<file path="src/rtl/fir_stream_driver.sv">
// fir_stream_driver: buffers tagged host bytes in a FIFO and replays them to
// the FIR input at a programmable pace, switching the coeff/sample mode line.
// Ports:
//   clk, rst_n            clock, async active-low reset
//   enable, flush         pace enable, sync clear of FIFO/FSM/mode
//   rate_div              emit opportunity every rate_div+1 cycles
//   wr_en/wr_coeff/wr_data host write strobe, tag, byte
//   full/empty/level      FIFO status
//   overflow              sticky rejected-write flag
//   x_n/s_axis_fir_tvalid/s_set_coeffs  FIR-side outputs
module fir_stream_driver #(
  parameter int DATA_W     = 8,
  parameter int FIFO_DEPTH = 8,
  parameter int RATE_W     = 8,
  localparam int AW = $clog2(FIFO_DEPTH),
  localparam int LW = AW + 1
) (
  input  logic              clk,
  input  logic              rst_n,
  input  logic              enable,
  input  logic              flush,
  input  logic [RATE_W-1:0] rate_div,
  input  logic              wr_en,
  input  logic              wr_coeff,
  input  logic [DATA_W-1:0] wr_data,
  output logic              full,
  output logic              empty,
  output logic [LW-1:0]     level,
  output logic              overflow,
  output logic [DATA_W-1:0] x_n,
  output logic              s_axis_fir_tvalid,
  output logic              s_set_coeffs
);

  typedef struct packed {
    logic              tag;
    logic [DATA_W-1:0] data;
  } entry_t;

  typedef enum logic [1:0] {
    IDLE,
    SWITCH,
    EMIT
  } state_t;

  entry_t            mem [FIFO_DEPTH];
  entry_t            head;
  state_t            state;
  logic [AW-1:0]     wr_ptr;
  logic [AW-1:0]     rd_ptr;
  logic [LW-1:0]     count;
  logic [RATE_W-1:0] cnt;
  logic              tick;
  logic              wr_ok;
  logic              pop;
  logic              same;

  assign level = count;
  assign full  = (count == LW'(FIFO_DEPTH));
  assign empty = (count == '0);

  assign head  = mem[rd_ptr];
  assign same  = (head.tag == s_set_coeffs);
  assign tick  = enable && (cnt == '0);
  assign wr_ok = wr_en && !full && !flush;

  // SWITCH pops without a tick so data
  // follows the mode change by one cycle.
  always_comb begin
    pop = 1'b0;
    if (!flush) begin
      case (state)
        IDLE, EMIT: pop = tick && !empty && same;
        SWITCH:     pop = !empty;
        default:    pop = 1'b0;
      endcase
    end
  end

  always_ff @(posedge clk) begin
    if (wr_ok) begin
      mem[wr_ptr] <= '{tag: wr_coeff, data: wr_data};
    end
  end

  always_ff @(posedge clk or negedge rst_n) begin
    if (!rst_n) begin
      wr_ptr   <= '0;
      rd_ptr   <= '0;
      count    <= '0;
      overflow <= 1'b0;
    end else if (flush) begin
      wr_ptr   <= '0;
      rd_ptr   <= '0;
      count    <= '0;
      overflow <= 1'b0;
    end else begin
      if (wr_ok) wr_ptr <= wr_ptr + 1'b1;
      if (pop)   rd_ptr <= rd_ptr + 1'b1;
      case ({wr_ok, pop})
        2'b10:   count <= count + 1'b1;
        2'b01:   count <= count - 1'b1;
        default: count <= count;
      endcase
      if (wr_en && full) overflow <= 1'b1;
    end
  end

  always_ff @(posedge clk or negedge rst_n) begin
    if (!rst_n) begin
      cnt <= '0;
    end else if (flush) begin
      cnt <= '0;
    end else if (tick) begin
      cnt <= rate_div;
    end else if (enable) begin
      cnt <= cnt - 1'b1;
    end
  end

  always_ff @(posedge clk or negedge rst_n) begin
    if (!rst_n) begin
      state             <= IDLE;
      s_axis_fir_tvalid <= 1'b0;
      s_set_coeffs      <= 1'b0;
      x_n               <= '0;
    end else if (flush) begin
      state             <= IDLE;
      s_axis_fir_tvalid <= 1'b0;
      s_set_coeffs      <= 1'b0;
    end else begin
      s_axis_fir_tvalid <= 1'b0;
      case (state)
        IDLE, EMIT: begin
          if (tick && !empty) begin
            if (same) begin
              state             <= EMIT;
              s_axis_fir_tvalid <= 1'b1;
              x_n               <= head.data;
            end else begin
              state        <= SWITCH;
              s_set_coeffs <= head.tag;
            end
          end else begin
            state <= IDLE;
          end
        end
        SWITCH: begin
          if (!empty) begin
            state             <= EMIT;
            s_axis_fir_tvalid <= 1'b1;
            x_n               <= head.data;
          end else begin
            state <= IDLE;
          end
        end
        default: state <= IDLE;
      endcase
    end
  end

endmodule
</file>
<file path="config.mk">
export PLATFORM = sky130hd
export DESIGN_NAME = fir_stream_driver
export DESIGN_NICKNAME = d
export VERILOG_FILES = /design/src/rtl/fir_stream_driver.sv
export SDC_FILE = /design/constraint.sdc
export NUM_CORES = 1
export LEC_CHECK = 0
export BUFFER_PORTS_ARGS = -buffer_cell sky130_fd_sc_hd__buf_2
export CAP_MARGIN = 20
export CORE_MARGIN = 4
export CORE_UTILIZATION = 56
export DETAILED_ROUTE_END_ITERATION = 12
export PLACE_DENSITY = 0.76
export SLEW_MARGIN = 20
export SYNTH_ARGS = -nofsm -noshare
export SYNTH_HDL_FRONTEND = slang
export SYNTH_SLANG_ARGS = --single-unit
</file>
<file path="constraint.sdc">
create_clock -name clk -period 8.7 [get_ports clk]
set_clock_uncertainty 0.05 [all_clocks]
set_input_delay 0.435 -clock clk [delete_from_list [all_inputs] [get_ports clk]]
set_output_delay 0.435 -clock clk [all_outputs]
set_load 0.05 [all_outputs]
</file>
==> results_dict.tcl <==
set metrics [dict create \
    outcome "completed" \
    layout.nets 359 \
    ys_ff_latch 102 \
    finalWeightedCongestion 0.809 \
    p_sw_w 0.000312 \
    setup_viol 0 \
    worst_r2r_endpoint "level[3]" \
    grt-ovfl-total 0 \
    design_area_um2 5000 \
    ctsHoldBuffers 0 \
    initial_utilization 0.577 \
    ctsResizeCount 0 \
    grt_pass1_wl_um 13400 \
    ys_warn_count 0 \
    synthTopCellsByArea "edfxtp_1 (48%), dfrtp_1 (17%), mux4_2 (6.0%)" \
    synth_area_um2 4480 \
    synth_common_cells "edfxtp_1 (72), dfrtp_1 (30), nor2_1 (26)" \
    switching_share 0.293 \
    synth_nets 318 \
    grt_pass1_vias 2499 \
    grt_max_degree 31 \
    rsz0062_at_grt "false" \
    synth_top_family_by_area "multiplexers" \
    drv_cap 0 \
    synth_compound_area_frac 0.0478 \
    area_delta_synth_final_pct 11.8 \
    post_cts_buffers 0 \
    layout.area.seq_um2 2910 \
    cts_tree "done" \
    fin_crit_sh 0.469 \
    multi_input_area_um2 1500 \
    root_buffer "clkbuf_8" \
    endpoint_kind "flop" \
    slew_headroom 0.331 \
    final_cells 437 \
    grtUsageTotal 0.182 \
    power_density_nw_per_um2 213 \
    rr_worst_depth 11 \
    place_area_um2 4790 \
    tightest_slew_ns 1.00 \
    antenna_cells 0 \
    clockBufferDepth 2 \
    slew_viol_final 0 \
    clk_pin_slew_ns 0.10 \
    die_y_um 97.4 \
    r2r_start "rd_ptr[1]" \
    internal-power_w 0.000755 \
    r2r_slack_ns 4.62 \
    htreeDepth 3 \
    dp_hpwl_um 5240 \
    synth_cell_types 44 \
    synthCells 289 \
    viasPerCell 5.80 \
    path_class "flop to flop" \
    routedWlPerCell_um 18.3 \
    first_iter_violations 107 \
    cts_buffers 9 \
    die_x_um 97.4 \
    max_freq_ghz 0.245 \
    p_leak_nw 1.94 \
    hold_class "input pin to async pin" \
    cp_data_arrival_time_ns 4.28 \
    final_layout_size_suffix_gt1_frac 0.290 \
    start_kind "flop" \
    peakVddDrop_uv 96.6 \
    p_comb_frac 0.179 \
    place.port_buffers 38 \
    drc 0 \
    setup_tns_ns 0 \
    synth_top_area_share 0.483 \
    antenna_found_initial 0 \
    synth.most_common_cell "edfxtp_1" \
    die-area_um2 9490 \
    drt_first_pass_iters 4 \
    hold_viol_final 0 \
    ys_seq_area_frac 0.650 \
    dp_cells 421 \
    routed_wl_um 7980 \
    synth_flop_cell "edfxtp_1" \
    syn_avg_cell_area_um2 15.5 \
    cts.sinks 102 \
    synthSimpleGateAreaFrac 0.0858 \
    yosysTopAreaCell "edfxtp_1" \
    core_area_um2 7770 \
    synth-xor-area-share 0.0134 \
    critPathRequiredTime_ns 8.89 \
    worst-path-max-fanout 20 \
    async_reset_ff_frac 0.294 \
    synth_edf_count 72 \
    clockPowerShare 0.290 \
    seqPwrFrac 0.531 \
    period_minus_slack_ns 4.08 \
    fillCellCount 548 \
    vias 2535 \
    fin_util 0.644 \
    clk_latency_ns 0.36 \
    synth_fa_ha_area_frac 0.0212 \
    num_rows 32 \
    postRouteAntennaNets 0 \
    synth_mux_area_frac 0.162 \
    io_pins 39 \
]
placed cells by master (no fill, tap or decap), types with 2 or more instances in the layout:
cell type and count:
a211oi_1 4, a21o_1 2, a21oi_1 11, buf_2 38, buf_4 4, clkbuf_8 9
clkinv_4 2, dfrtp_1 30, edfxtp_1 72, ha_1 6, inv_1 7, inv_8 2
mux2_2 11, mux2_4 8, mux2i_1 3, mux4_1 6, mux4_2 12, nand2_1 19
nand3_1 5, nand3b_1 2, nand4_1 3, nor2_1 26, nor2b_1 5, nor3_1 3
nor3_2 2, nor4b_1 2, o21ai_0 11, o22ai_1 2, or3_1 2, or4_1 2
xor2_1 4
critical path: stages (launching register included):
cell and delay (ns):
dfrtp_1 0.89, mux4_2 0.44, mux2i_4 0.22, xor2_2 0.18, a21oi_1 0.09, or3_1 0.60
nor2_1 0.32, ha_1 0.28, a21o_1 0.17, a21oi_1 0.17, mux2i_1 0.21, mux2_2 0.34
through the flow:
stage	power [W]	hold WS, ns	setup WS (ns)
after global placement	0.000765	0.419	4.71
after detailed placement	0.000770	0.427	4.63
after CTS	0.00108	0.0863	4.59
after global routing	0.00112	0.105	4.38
final	0.00107	0.0577	4.62
after floorplan	0.000719	0.0894	4.17
routing by layer:
layer	global-route usage	routed length, um	vias to the layer above
met3	0.0409	321	7
met1	0.258	3620	1286
met5	0	0	-
li1	-	-	1189
met4	0.0543	103	0
met2	0.286	3930	53
how the worst max path moves through the flow:
stage | startpoint | endpoint | slack [ns] | cells after the start
finish | rd_ptr[1] | level[3] | 4.62 | 11
global route | rd_ptr[1] | level[3] | 4.38 | 11
CTS | rd_ptr[1] | level[3] | 4.59 | 11
detailed placement | rd_ptr[1] | level[3] | 4.63 | 11
global placement | rd_ptr[1] | level[3] | 4.71 | 11
floorplan | level[1] | level[3] | 4.17 | 8
kinds of logic after synthesis:
logic type | after synthesis
muxes | 41
adders and majority gates | 7
and+or+nand+nor | 78
buffers and inverters | 19
AOI/OAI and AO/OA | 36
DFF | 102
xor gates and xnor gates | 6
state kept, by name, summed over array words and instances (netlist names):
register / cells
rd_ptr: 3
wr_ptr: 3
s_set_coeffs: 1
x_n: 8
level: 4
s_axis_fir_tvalid: 1
mem: 72
cnt: 8
state: 1
overflow: 1
layout make-up:
cell class                      instances  area share
Timing Repair Buffer                   42      0.0440
Multi-Input combinational cell        168       0.300
Sequential cell                       102       0.582
Inverter                                7     0.00525
Clock buffer                            9      0.0248
Tap cell                              102      0.0255
Clock inverter                          7      0.0188
power by group through the flow:
stage | registers, W | logic (W) | clock network (W)
2_1_floorplan | 0.000626 | 0.0000931 | 0
4_1_cts | 0.000568 | 0.000193 | 0.000316
3_5_place_dp | 0.000578 | 0.000192 | 0
5_1_grt | 0.000571 | 0.000208 | 0.000341
6_report | 0.000567 | 0.000191 | 0.000309
3_3_place_gp | 0.000577 | 0.000188 | 0
(Power assumes the default switching activity.)
